--- config.mk ---
export PLATFORM = sky130hd
export DESIGN_NAME = sccb_reg_sequencer
export DESIGN_NICKNAME = d
export VERILOG_FILES = /design/src/rtl/sccb_reg_sequencer.sv
export SDC_FILE = /design/constraint.sdc
export NUM_CORES = 1
export LEC_CHECK = 0
export CORE_ASPECT_RATIO = 0.6
export CORE_MARGIN = 10
export CORE_UTILIZATION = 45
export CTS_CLUSTER_SIZE = 24
export DETAILED_ROUTE_END_ITERATION = 8
export PLACE_DENSITY = 0.69
export SLEW_MARGIN = 30
export SYNTH_ARGS = -nofsm -noshare
export SYNTH_HDL_FRONTEND = slang
export SYNTH_SLANG_ARGS = --single-unit
--- constraint.sdc ---
create_clock -name clk -period 2.7 [get_ports clk]
set_input_delay 0.54 -clock clk [delete_from_list [all_inputs] [get_ports clk]]
set_output_delay 0.54 -clock clk [all_outputs]
set_load 0.05 [all_outputs]
--- src/rtl/sccb_reg_sequencer.sv ---
// SCCB register sequencer: runs an init table from ROM, then serves HCI address
// stepping, register writes and two-phase register reads through an AXI-stream i2c master.
module sccb_reg_sequencer #(
  parameter logic [6:0] DEV_ADDR    = 7'h21,
  parameter int         COARSE_STEP = 16,
  parameter int         INIT_DEPTH  = 64,
  parameter int         TIMEOUT     = 2**20,
  localparam int        IW          = $clog2(INIT_DEPTH)
) (
  input  logic          clk,
  input  logic          reset_,
  input  logic          btn_l,
  input  logic          btn_r,
  input  logic          btn_u,
  input  logic          btn_d,
  input  logic          btn_c,
  input  logic          btn_rd,
  input  logic [7:0]    switches,
  input  logic          init_start,
  output logic [IW-1:0] rom_idx,
  input  logic [7:0]    rom_addr,
  input  logic [7:0]    rom_data,
  output logic [7:0]    cur_addr,
  output logic [7:0]    rd_data,
  output logic          rd_valid,
  output logic          busy,
  output logic          error,
  output logic [6:0]    s_axis_cmd_address,
  output logic          s_axis_cmd_start,
  output logic          s_axis_cmd_read,
  output logic          s_axis_cmd_write,
  output logic          s_axis_cmd_write_multiple,
  output logic          s_axis_cmd_stop,
  output logic          s_axis_cmd_valid,
  input  logic          s_axis_cmd_ready,
  output logic [7:0]    s_axis_data_tdata,
  output logic          s_axis_data_tvalid,
  output logic          s_axis_data_tlast,
  input  logic          s_axis_data_tready,
  input  logic [7:0]    m_axis_data_tdata,
  input  logic          m_axis_data_tvalid,
  input  logic          m_axis_data_tlast,
  output logic          m_axis_data_tready
);

  localparam int            TW       = $clog2(TIMEOUT + 1);
  localparam logic [7:0]    STEP     = 8'(COARSE_STEP);
  localparam logic [IW-1:0] LAST_IDX = IW'(INIT_DEPTH - 1);
  localparam logic [TW-1:0] TMO_LAST = TW'(TIMEOUT - 1);

  typedef enum logic [3:0] {
    IDLE, INIT_FETCH, INIT_CHK, W_CMD, W_ADDR, W_DATA, R_CMDW, R_ADDR, R_CMDR, R_WAIT
  } state_t;

  state_t        state, state_n;
  logic [TW-1:0] tmo_cnt;
  logic          handshake_st, tmo_fire, in_init;
  logic [7:0]    wr_reg, wr_val;
  logic          unused_tlast;

  assign s_axis_cmd_address = DEV_ADDR;
  assign unused_tlast       = m_axis_data_tlast;

  always_ff @(posedge clk or posedge reset_) begin
    if (reset_) state <= INIT_FETCH;
    else        state <= state_n;
  end

  always_comb begin
    state_n                   = state;
    handshake_st              = 1'b0;
    tmo_fire                  = 1'b0;
    s_axis_cmd_valid          = 1'b0;
    s_axis_cmd_start          = 1'b0;
    s_axis_cmd_read           = 1'b0;
    s_axis_cmd_write          = 1'b0;
    s_axis_cmd_write_multiple = 1'b0;
    s_axis_cmd_stop           = 1'b0;
    s_axis_data_tvalid        = 1'b0;
    s_axis_data_tdata         = 8'h00;
    s_axis_data_tlast         = 1'b0;
    m_axis_data_tready        = 1'b0;
    case (state)
      IDLE: begin
        if (init_start)  state_n = INIT_FETCH;
        else if (btn_c)  state_n = W_CMD;
        else if (btn_rd) state_n = R_CMDW;
      end
      INIT_FETCH: state_n = INIT_CHK;
      INIT_CHK:   state_n = (rom_addr == 8'hFF) ? IDLE : W_CMD;
      W_CMD, R_CMDW: begin
        handshake_st              = 1'b1;
        s_axis_cmd_valid          = 1'b1;
        s_axis_cmd_start          = 1'b1;
        s_axis_cmd_write_multiple = 1'b1;
        s_axis_cmd_stop           = 1'b1;
        if (s_axis_cmd_ready) state_n = (state == W_CMD) ? W_ADDR : R_ADDR;
      end
      W_ADDR: begin
        handshake_st       = 1'b1;
        s_axis_data_tvalid = 1'b1;
        s_axis_data_tdata  = wr_reg;
        if (s_axis_data_tready) state_n = W_DATA;
      end
      W_DATA: begin
        handshake_st       = 1'b1;
        s_axis_data_tvalid = 1'b1;
        s_axis_data_tdata  = wr_val;
        s_axis_data_tlast  = 1'b1;
        // During init, the final table slot ends the run even without an end marker.
        if (s_axis_data_tready)
          state_n = (in_init && rom_idx != LAST_IDX) ? INIT_FETCH : IDLE;
      end
      R_ADDR: begin
        handshake_st       = 1'b1;
        s_axis_data_tvalid = 1'b1;
        s_axis_data_tdata  = cur_addr;
        s_axis_data_tlast  = 1'b1;
        if (s_axis_data_tready) state_n = R_CMDR;
      end
      R_CMDR: begin
        handshake_st     = 1'b1;
        s_axis_cmd_valid = 1'b1;
        s_axis_cmd_start = 1'b1;
        s_axis_cmd_read  = 1'b1;
        s_axis_cmd_stop  = 1'b1;
        if (s_axis_cmd_ready) state_n = R_WAIT;
      end
      R_WAIT: begin
        handshake_st       = 1'b1;
        m_axis_data_tready = 1'b1;
        if (m_axis_data_tvalid) state_n = IDLE;
      end
      default: state_n = IDLE;
    endcase
    if (handshake_st && state_n == state && tmo_cnt == TMO_LAST) begin
      state_n  = IDLE;
      tmo_fire = 1'b1;
    end
  end

  always_ff @(posedge clk or posedge reset_) begin
    if (reset_) begin
      rom_idx  <= '0;
      cur_addr <= 8'h00;
      rd_data  <= 8'h00;
      rd_valid <= 1'b0;
      busy     <= 1'b0;
      error    <= 1'b0;
      in_init  <= 1'b1;
      tmo_cnt  <= '0;
    end else begin
      busy     <= (state_n != IDLE);
      rd_valid <= (state == R_WAIT) && m_axis_data_tvalid;
      if (state == R_WAIT && m_axis_data_tvalid) rd_data <= m_axis_data_tdata;
      tmo_cnt  <= (state_n != state || !handshake_st) ? '0 : tmo_cnt + 1'b1;
      if (tmo_fire)
        error <= 1'b1;
      else if (state == IDLE && (init_start || btn_c || btn_rd))
        error <= 1'b0;
      if (state == IDLE) begin
        in_init <= init_start;
        if (init_start) rom_idx <= '0;
        else if (!btn_c && !btn_rd) begin
          if (btn_r)      cur_addr <= cur_addr + 8'd1;
          else if (btn_l) cur_addr <= cur_addr - 8'd1;
          else if (btn_u) cur_addr <= cur_addr + STEP;
          else if (btn_d) cur_addr <= cur_addr - STEP;
        end
      end
      if (state == W_DATA && s_axis_data_tready && in_init && rom_idx != LAST_IDX)
        rom_idx <= rom_idx + 1'b1;
    end
  end

  // Write operands: HCI values are tracked while idle so btn_c captures that cycle's switches.
  always_ff @(posedge clk) begin
    case (state)
      IDLE: begin
        wr_reg <= cur_addr;
        wr_val <= switches;
      end
      INIT_CHK: begin
        wr_reg <= rom_addr;
        wr_val <= rom_data;
      end
      default: ;
    endcase
  end

endmodule
==> results of run 1 <==
-- worst paths after layout --
check / endpoint / cells past startpoint
worst max register to register: busy$_DFF_PP0_ / 7
worst min register to register: in_init$_DFFE_PP1P_ / 2
min in group asynchronous: rd_data[5]$_DFFE_PP0P_ / 3
worst max-delay path: tmo_cnt[13]$_DFF_PP0_ / 10
worst min-delay path: in_init$_DFFE_PP1P_ / 2
max in group asynchronous: state[1]$_DFF_PP0_ / 3
-- metrics by stage --
| stage | hold slack [ns] | instance area [um2] | setup WS [ns] | setup TNS [ns] |
|---|---|---|---|---|
| global route | 0.475 | 5780 | 0.0265 | 0 |
| CTS | 0.467 | 5760 | 0.112 | 0 |
| global placement | 0.458 | 5420 | -0.101 | -1.70 |
| detailed placement | 0.461 | 5420 | -0.206 | -2.77 |
| finish | 0.467 | 5780 | 0.143 | 0 |
| floorplan | 0.444 | 4220 | 0.0317 | 0 |
-- what timing repair did --
action | 4_1_cts | 5_1_grt
setup endpoints to repair | 0 | 2
gates resized for setup | 0 | 3
hold buffers | 0 | 0
-- layout by cell type, fill, tap and decap left out, drive strengths merged, types with 10 or more instances in the layout --
master	netlist	final
nor4	17	17
clkdlybuf4s50	0	68
mux2i	10	10
mux2	22	22
a21oi	20	20
nor2	41	41
edfxtp	16	16
buf	25	50
xnor2	15	15
o21ai	24	24
nor3	14	14
nand2	28	28
dfrtp	49	49
xor2	16	16
nand3	23	23
-- worst register-to-register path: cells and delay by family, from the launching register on --
| family | cells | cell delay (ns) |
|---|---|---|
| AND/OR/NAND/NOR | 4 | 1.21 |
| flip-flops | 1 | 0.73 |
| AO/OA/AOI/OAI | 1 | 0.26 |
| XOR/XNOR | 1 | 0.13 |
| buffers and inverters | 1 | 0.06 |
-- metal layers --
metal,share of wire,track usage
met5,0,0
met4,0.0089,0.0402
met3,0.089,0.0596
met2,0.41,0.254
met1,0.49,0.247
-- synth_stat cells (10+ instances only) --
cell,n,area share
nor4_2,13,0.039
xnor2_1,15,0.031
o21ai_0,19,0.023
clkbuf_1,12,0.011
nand3_1,23,0.028
nor2_1,40,0.036
buf_4,16,0.029
dfrtp_1,49,0.29
edfxtp_1,16,0.12
nand2_1,28,0.025
mux2i_1,10,0.024
nor3_1,14,0.017
mux2_2,22,0.059
a21oi_1,20,0.024
xor2_1,16,0.034
-- report_power, final --
group	internal, mW	switching (mW)	total (mW)
Clock	0.898	0.440	1.34
Combinational	1.66	2.17	3.83
Sequential	1.36	0.310	1.67
Total	3.92	2.92	6.84
-- cell type report --
| class | count | area (um2) |
|---|---|---|
| Timing Repair Buffer | 118 | 1280 |
| Tap cell | 116 | 145 |
| Inverter | 8 | 30.0 |
| Fill cell | 736 | 3310 |
| Clock buffer | 9 | 225 |
| Sequential cell | 67 | 1760 |
| Multi-Input combinational cell | 317 | 2220 |
| Clock inverter | 7 | 116 |
-- kinds of logic (layout without fill, tap and decap cells) --
family | count (synthesis) | in the layout | share of synthesized area
compound gates | 66 | 66 | 0.101
xor+xnor | 31 | 31 | 0.0651
fa+ha+maj | 7 | 7 | 0.0228
buf+inv | 45 | 142 | 0.0633
flops | 67 | 67 | 0.422
mux | 32 | 32 | 0.0834
other cells | 2 | 8 | 0.00180
simple gates | 173 | 173 | 0.241
==> results.txt, run 1 <==
grt ovf: 0
antenna fix cells: 0
final hold vios: 0
CP Max Fanout: 10
Worst-path clk slew: 0.06 ns
Die ar.: 13,600 um2
Max Root-Sink Buffers: 2
Clock Latency Late Sink: 0.33 ns
slowest CP cell: clkdlybuf4s50_1
drt drc: 0
CP Capture Type: flip-flop
CP Launch Type: input pin
synth unique cells: 65
Max-slew headroom: 0.517
Non-Filler Instances: 642
Top cell by count, worst path: buf_4
min Tclk post-route: 2.56 ns
Die W: 144 um
initial antenna violation count: 0
Core ar.: 9090 um2
Largest register FFs: 21
dpl cells: 626
synth warn: 0
Worst Path Buf+Inv: 3
mapped cell area: 4170 um2
Post-CTS Setup Bufs: 0
Worst Setup SP: btn_rd
Site Rows: 27
gr usage total: 0.175
Post-synth EDFFs: 16
dpl hpwl: 8840 um
Main synth FF type: dfrtp_1
Max Slew Vio Count: 0
CTS tree: built
crit share post-route: 0.947
Worst Tran Pin Value: 0.716 ns
max-cap violation count: 0
proportion of layout cells with a drive suffix above 1: 0.226
critical path's top delay family: buffers and inverters
Fmax achieved: 391 MHz
Core Util, Final: 0.636
root buf cell: clkbuf_16
CP required: 2.93 ns
Peak VDD IR: 528 uV
Seq/Total Area, Yosys: 0.422
largest net degree at the start of global routing: 52
io pins: 94
WL per Instance: 17.9 um
HP Class: reg -> reg
Hold Path Origin: in_init$_DFFE_PP1P_
1st-iter DRT viols: 255
number of global-route vias before repair: 3,485
Routed WL: 11,500 um
Async SR Flop Fraction: 0.761
RSZ-0062 raised after global routing: false
Tot Pwr: 6.84 mW
setup violators final: 0
IO Port Bufs: 84
Num CTS Buffers: 9
#FFs+latches synth: 67
Power Density: 1180 nW/um2
Die Ht: 94.6 um
static leakage: 2.31 nW
Final ANT Viol Nets: 0
Mean Syn Cell Area: 9.86 um2
Reg2Reg Setup Slack: 0.18 ns
critical path cell sequence: clkdlybuf4s50_1, or2_0, a221oi_1, buf_4, o311ai_4, and2_1, a21oi_1, o31a_1, buf_4, nor4_2
Post-layout nets: 573
clk_skew: 0.00544 ns
R2R Path Start: state[0]$_DFF_PP1_
First-pass DRT Iterations: 4
Placer Congestion: 0.856
CTS Sinks: 67
H-tree Lvls: 3
Synth Instances: 423
arrival time at the worst endpoint: 2.79 ns
first-pass GRT wire length: 18,700 um
Layout area overhead: 38.5%
CP max stage delay: 0.49 ns
CP Class: in -> reg
register with the most flip-flops: tmo_cnt
status: finished clean
Vias per Instance: 5.46
initial core utilization: 0.459
routed vias: 3,508
(Power assumes the default switching activity.)
==> inputs of run 2 (changes only) <==
--- a/config.mk
+++ b/config.mk
@@ -5,7 +5,7 @@
 export SDC_FILE = /design/constraint.sdc
 export NUM_CORES = 1
 export LEC_CHECK = 0
-export CORE_ASPECT_RATIO = 0.6
+export CORE_ASPECT_RATIO = 1.1
 export CORE_MARGIN = 10
 export CORE_UTILIZATION = 45
 export CTS_CLUSTER_SIZE = 24
==> results.txt, run 2 (synthesis gave the netlist of run 1 again) <==
status: finished clean (unchanged)
Die Ht: 121 um (was 94.6 um)
Power Density: 1120 nW/um2 (was 1180 nW/um2)
routed vias: 3,518 (was 3,508)
critical path cell sequence: nor4_4, and3_1, o41ai_2, o21ai_1, a21oi_1, o31a_1, buf_4, nor4_2 (was clkdlybuf4s50_1, or2_0, a221oi_1, buf_4, o311ai_4, and2_1, a21oi_1, o31a_1, buf_4, nor4_2)
Largest register FFs: 21 (unchanged)
Vias per Instance: 5.48 (was 5.46)
static leakage: 2.27 nW (was 2.31 nW)
First-pass DRT Iterations: 4 (unchanged)
Num CTS Buffers: 9 (unchanged)
FF/Latch Area: 1760 um2 (about the same)
final hold vios: 0 (unchanged)
grt ovf: 0 (unchanged)
drt drc: 0 (unchanged)
Worst-path clk slew: 0.08 ns (was 0.06 ns)
initial antenna violation count: 0 (unchanged)
hold_buf cts: 0 (unchanged)
Final ANT Viol Nets: 0 (unchanged)
Max Root-Sink Buffers: 2 (unchanged)
min Tclk post-route: 2.52 ns (was 2.56 ns)
Clock Latency Late Sink: 0.35 ns (was 0.33 ns)
IO Port Bufs: 84 (unchanged)
CP Class: reg -> reg (was in -> reg)
Max-slew headroom: 0.524 (was 0.517)
Placer Congestion: 0.839 (was 0.856)
Die W: 112 um (was 144 um)
Sum Neg Setup Slack: 0 ns (unchanged)
1st-iter DRT viols: 117 (was 255)
Worst Tran Pin Value: 0.714 ns (was 0.716 ns)
Peak VDD IR: 702 uV (was 528 uV)
RSZ-0062 raised after global routing: false (unchanged)
Die ar.: 13,500 um2 (was 13,600 um2)
WL per Instance: 16.7 um (was 17.9 um)
io pins: 94 (unchanged)
area of the multi-input gates: 2220 um2 (about the same)
crit share post-route: 0.935 (was 0.947)
first-pass GRT wire length: 18,200 um (was 18,700 um)
Fmax achieved: 396 MHz (was 391 MHz)
proportion of layout cells with a drive suffix above 1: 0.231 (was 0.226)
R2R Path Start: state[3]$_DFF_PP0_ (was state[0]$_DFF_PP1_)
post_cts resized: 0 (unchanged)
root buf cell: clkbuf_8 (was clkbuf_16)
CP max stage delay: 0.54 ns (was 0.49 ns)
# fillers: 744 (was 736)
gr usage total: 0.162 (was 0.175)
CTS tree: built (unchanged)
CTS Sinks: 67 (unchanged)
register with the most flip-flops: tmo_cnt (unchanged)
clk_skew: 0.00975 ns (was 0.00544 ns)
CP Launch Type: flip-flop (was input pin)
Post-CTS Setup Bufs: 0 (unchanged)
CP Max Fanout: 12 (was 10)
dpl hpwl: 8120 um (was 8840 um)
initial core utilization: 0.465 (was 0.459)
CP Capture Type: flip-flop (unchanged)
Layout area overhead: 36.1% (was 38.5%)
DP Worst Slack: -0.166 ns (was -0.206 ns)
H-tree Lvls: 3 (unchanged)
setup violators final: 0 (unchanged)
Site Rows: 36 (was 27)
arrival time at the worst endpoint: 2.77 ns (was 2.79 ns)
number of global-route vias before repair: 3,702 (was 3,485)
most frequent cells in the layout: 68 x clkdlybuf4s50_1, 48 x dfrtp_1, 39 x nor2_1 (unchanged)
slowest CP cell: dfrtp_1 (was clkdlybuf4s50_1)
Routed WL: 10,800 um (was 11,500 um)
max-cap violation count: 0 (unchanged)
largest net degree at the start of global routing: 23 (was 52)
Worst Setup SP: state[3]$_DFF_PP0_ (was btn_rd)
Setup WS post-layout: 0.176 ns (was 0.143 ns)
critical path's top delay family: simple AND/OR/NAND/NOR gates (was buffers and inverters)
commonest non-fill, non-tap cell in the layout: clkdlybuf4s50_1 (unchanged)
Post-layout nets: 576 (was 573)
Worst Path Buf+Inv: 1 (was 3)
antenna fix cells: 0 (unchanged)
Max Slew Vio Count: 0 (unchanged)
CP required: 2.95 ns (was 2.93 ns)
HP Class: in -> async (was reg -> reg)
Core ar.: 8960 um2 (was 9090 um2)
run 2: cell types whose count changed in the layout (fill, tap and decap cells not counted), moves of 2 or more:
cell,change
clkinvlp_4,-2
bufinv_16,-2
buf_12,+2
clkbuf_8,+10
clkbuf_16,-9
run 2: worst register-to-register path, stage by stage, from the launching register on:
cell	delay [ns]
dfrtp_1	0.54
nor4_4	0.38
and3_1	0.26
o41ai_2	0.11
o21ai_1	0.24
a21oi_1	0.10
o31a_1	0.30
buf_4	0.19
nor4_2	0.30
run 2: worst paths after layout:
| kind | slack [ns] | to | cells past startpoint |
|---|---|---|---|
| worst max-delay path | 0.18 | tmo_cnt[7]$_DFF_PP0_ | 8 |
| max in group asynchronous | 1.59 | in_init$_DFFE_PP1P_ | 3 |
| worst min register to register | 0.48 | in_init$_DFFE_PP1P_ | 2 |
| worst max register to register | 0.18 | tmo_cnt[7]$_DFF_PP0_ | 8 |
| worst min-delay path | 0.45 | rd_data[5]$_DFFE_PP0P_ | 2 |
| min in group clk | 0.48 | in_init$_DFFE_PP1P_ | 2 |
run 2: layout make-up:
type	instances	share of cell area
Inverter	8	0.00529
Clock buffer	11	0.0249
Clock inverter	4	0.00904
Multi-Input combinational cell	317	0.391
Tap cell	114	0.0251
Timing Repair Buffer	121	0.234
Sequential cell	67	0.310
run 2: layer usage:
layer | global-route usage | vias up | wire length [um]
li1 | - | 1697 | -
met1 | 0.186 | 1735 | 4550
met2 | 0.282 | 75 | 5520
met3 | 0.0514 | 11 | 569
met4 | 0.0450 | 0 | 119
met5 | 0 | - | 0
run 2: per-stage QoR:
stage	utilization	hold slack, ns	std cells	power, mW	cell area [um2]
floorplan	-	0.444	429	4.03	4220
global placement	0.610	0.458	627	5.45	5470
detailed placement	0.610	0.477	627	5.53	5470
CTS	0.631	0.451	642	6.39	5660
global route	0.633	0.469	642	6.74	5680
finish	0.633	0.449	642	6.36	5680
run 2: report_power, final:
group          switching [mW]  total [mW]  internal [mW]
clock network           0.386       0.833          0.447
logic                    2.20        3.92           1.72
registers               0.260        1.62           1.36
==> inputs of run 3 (changes only) <==
--- a/config.mk
+++ b/config.mk
@@ -10,7 +10,7 @@
 export CORE_UTILIZATION = 45
 export CTS_CLUSTER_SIZE = 24
 export DETAILED_ROUTE_END_ITERATION = 8
-export PLACE_DENSITY = 0.69
+export PLACE_DENSITY = 0.76
 export SLEW_MARGIN = 30
 export SYNTH_ARGS = -nofsm -noshare
 export SYNTH_HDL_FRONTEND = slang
==> results.txt, run 3 (synthesis gave the netlist of run 1 again) <==
hold_buf cts: 0 (unchanged)
H-tree Lvls: 3 (unchanged)
CP Class: reg -> reg (unchanged)
grt ovf: 0 (unchanged)
Finished Cell Area: 5620 um2 (was 5680 um2)
First-pass DRT Iterations: 4 (unchanged)
Die Ht: 121 um (unchanged)
most frequent cells in the layout: 68 x clkdlybuf4s50_1, 48 x dfrtp_1, 39 x nor2_1 (unchanged)
Final ANT Viol Nets: 0 (unchanged)
Power Density: 1100 nW/um2 (was 1120 nW/um2)
1st-iter DRT viols: 186 (was 117)
max-cap violation count: 0 (unchanged)
dpl hpwl: 8030 um (was 8120 um)
Fmax achieved: 399 MHz (was 396 MHz)
io pins: 94 (unchanged)
routed vias: 3,507 (was 3,518)
largest net degree at the start of global routing: 34 (was 23)
Placer Congestion: 0.858 (was 0.839)
Vias per Instance: 5.49 (was 5.48)
Post-layout nets: 572 (was 576)
Int Pwr: 3.42 mW (was 3.52 mW)
root buf cell: clkbuf_8 (unchanged)
HP Class: reg -> reg (was in -> async)
Post-CTS Setup Bufs: 0 (unchanged)
proportion of layout cells with a drive suffix above 1: 0.223 (was 0.231)
gr usage total: 0.160 (was 0.162)
Clock power frac: 0.133 (was 0.131)
post-place instance area: 5430 um2 (was 5470 um2)
CP Launch Type: flip-flop (unchanged)
power share of the combinational group: 0.604 (was 0.615)
setup violators final: 0 (unchanged)
min Tclk post-route: 2.51 ns (was 2.52 ns)
CTS tree: built (unchanged)
CP required: 2.93 ns (was 2.95 ns)
Largest register FFs: 21 (unchanged)
initial antenna violation count: 0 (unchanged)
final hold vios: 0 (unchanged)
Setup WS post-layout: 0.192 ns (was 0.176 ns)
WL per Instance: 16.6 um (was 16.7 um)
status: finished clean (unchanged)
antenna fix cells: 0 (unchanged)
Peak VDD IR: 713 uV (was 702 uV)
DP Worst Slack: -0.108 ns (was -0.166 ns)
Die W: 112 um (unchanged)
Worst Tran Pin Value: 0.646 ns (was 0.714 ns)
sequential fraction of design power: 0.263 (was 0.254)
# fillers: 728 (was 744)
Num CTS Buffers: 9 (unchanged)
arrival time at the worst endpoint: 2.74 ns (was 2.77 ns)
CP Max Fanout: 19 (was 12)
CTS Sinks: 67 (unchanged)
number of global-route vias before repair: 3,702 (unchanged)
Switch Pwr: 2.79 mW (was 2.84 mW)
Max Slew Vio Count: 0 (unchanged)
crit share post-route: 0.929 (was 0.935)
Routed WL: 10,600 um (was 10,800 um)
drt drc: 0 (unchanged)
Sw Ratio: 0.450 (was 0.447)
static leakage: 2.24 nW (was 2.27 nW)
Sum Neg Setup Slack: 0 ns (unchanged)
Clock Latency Late Sink: 0.34 ns (was 0.35 ns)
FF/Latch Area: 1760 um2 (unchanged)
area of the multi-input gates: 2210 um2 (was 2220 um2)
hold slack: 0.468 ns (was 0.449 ns)
Layout area overhead: 34.7% (was 36.1%)
RSZ-0062 raised after global routing: false (unchanged)
Max-slew headroom: 0.565 (was 0.524)
Die ar.: 13,500 um2 (unchanged)
first-pass GRT wire length: 18,000 um (was 18,200 um)
IO Port Bufs: 84 (unchanged)
initial core utilization: 0.465 (unchanged)
post_cts resized: 0 (unchanged)
Site Rows: 36 (unchanged)
CP Capture Type: flip-flop (unchanged)
commonest non-fill, non-tap cell in the layout: clkdlybuf4s50_1 (unchanged)
Core ar.: 8960 um2 (unchanged)
clk_skew: 0.00683 ns (was 0.00975 ns)
Max Root-Sink Buffers: 2 (unchanged)
Worst-path clk slew: 0.07 ns (was 0.08 ns)
register with the most flip-flops: tmo_cnt (unchanged)
[run 3: worst max-delay path, stage by stage, from the launching register on]
cell,delay [ns]
dfstp_2,0.67
buf_12,0.19
nor4_2,0.07
and3_1,0.20
o41ai_2,0.43
o221ai_1,0.27
nor4_4,0.31
buf_12,0.19
nor4_2,0.05
[run 3: layer usage]
layer  share of wire  track usage  wire length, um  vias up
met2            0.51        0.280             5470      112
li1                -            -                -     1691
met5               0            0                0        -
met1            0.40        0.177             4260     1688
met4           0.018       0.0539              187        0
met3           0.067       0.0529              713       16
[run 3: stage by stage]
stage               power [mW]  cells  utilization
global placement          5.34    623        0.605
CTS                       6.26    639        0.627
floorplan                 4.03    429            -
global route              6.59    639        0.627
finish                    6.21    639        0.627
detailed placement        5.40    623        0.605
[run 3: final timing paths]
kind	start	end	slack, ns	cells past startpoint
worst max-delay path	state[0]$_DFF_PP1_	tmo_cnt[17]$_DFF_PP0_	0.19	8
worst min-delay path	in_init$_DFFE_PP1P_	in_init$_DFFE_PP1P_	0.47	2
worst max register to register	state[0]$_DFF_PP1_	tmo_cnt[17]$_DFF_PP0_	0.19	8
worst min register to register	in_init$_DFFE_PP1P_	in_init$_DFFE_PP1P_	0.47	2
max in group asynchronous	reset_	in_init$_DFFE_PP1P_	1.61	3
min in group asynchronous	reset_	cur_addr[4]$_DFFE_PP0P_	0.50	2
[run 3: power groups by stage]
stage	combinational [mW]	clock [mW]	sequential (mW)
3_3_place_gp	3.70	0	1.64
5_1_grt	4.02	0.900	1.67
4_1_cts	3.78	0.856	1.63
6_report	3.75	0.827	1.63
3_5_place_dp	3.75	0	1.65
2_1_floorplan	2.25	0	1.78
[run 3: final cells by class]
cell class                 count  share of cell area
clock buffer                  10              0.0227
clock inverter                 6              0.0116
inverter                       8             0.00534
multi-input combinational    317               0.393
sequential                    67               0.313
tap                          114              0.0254
timing repair buffer         117               0.229
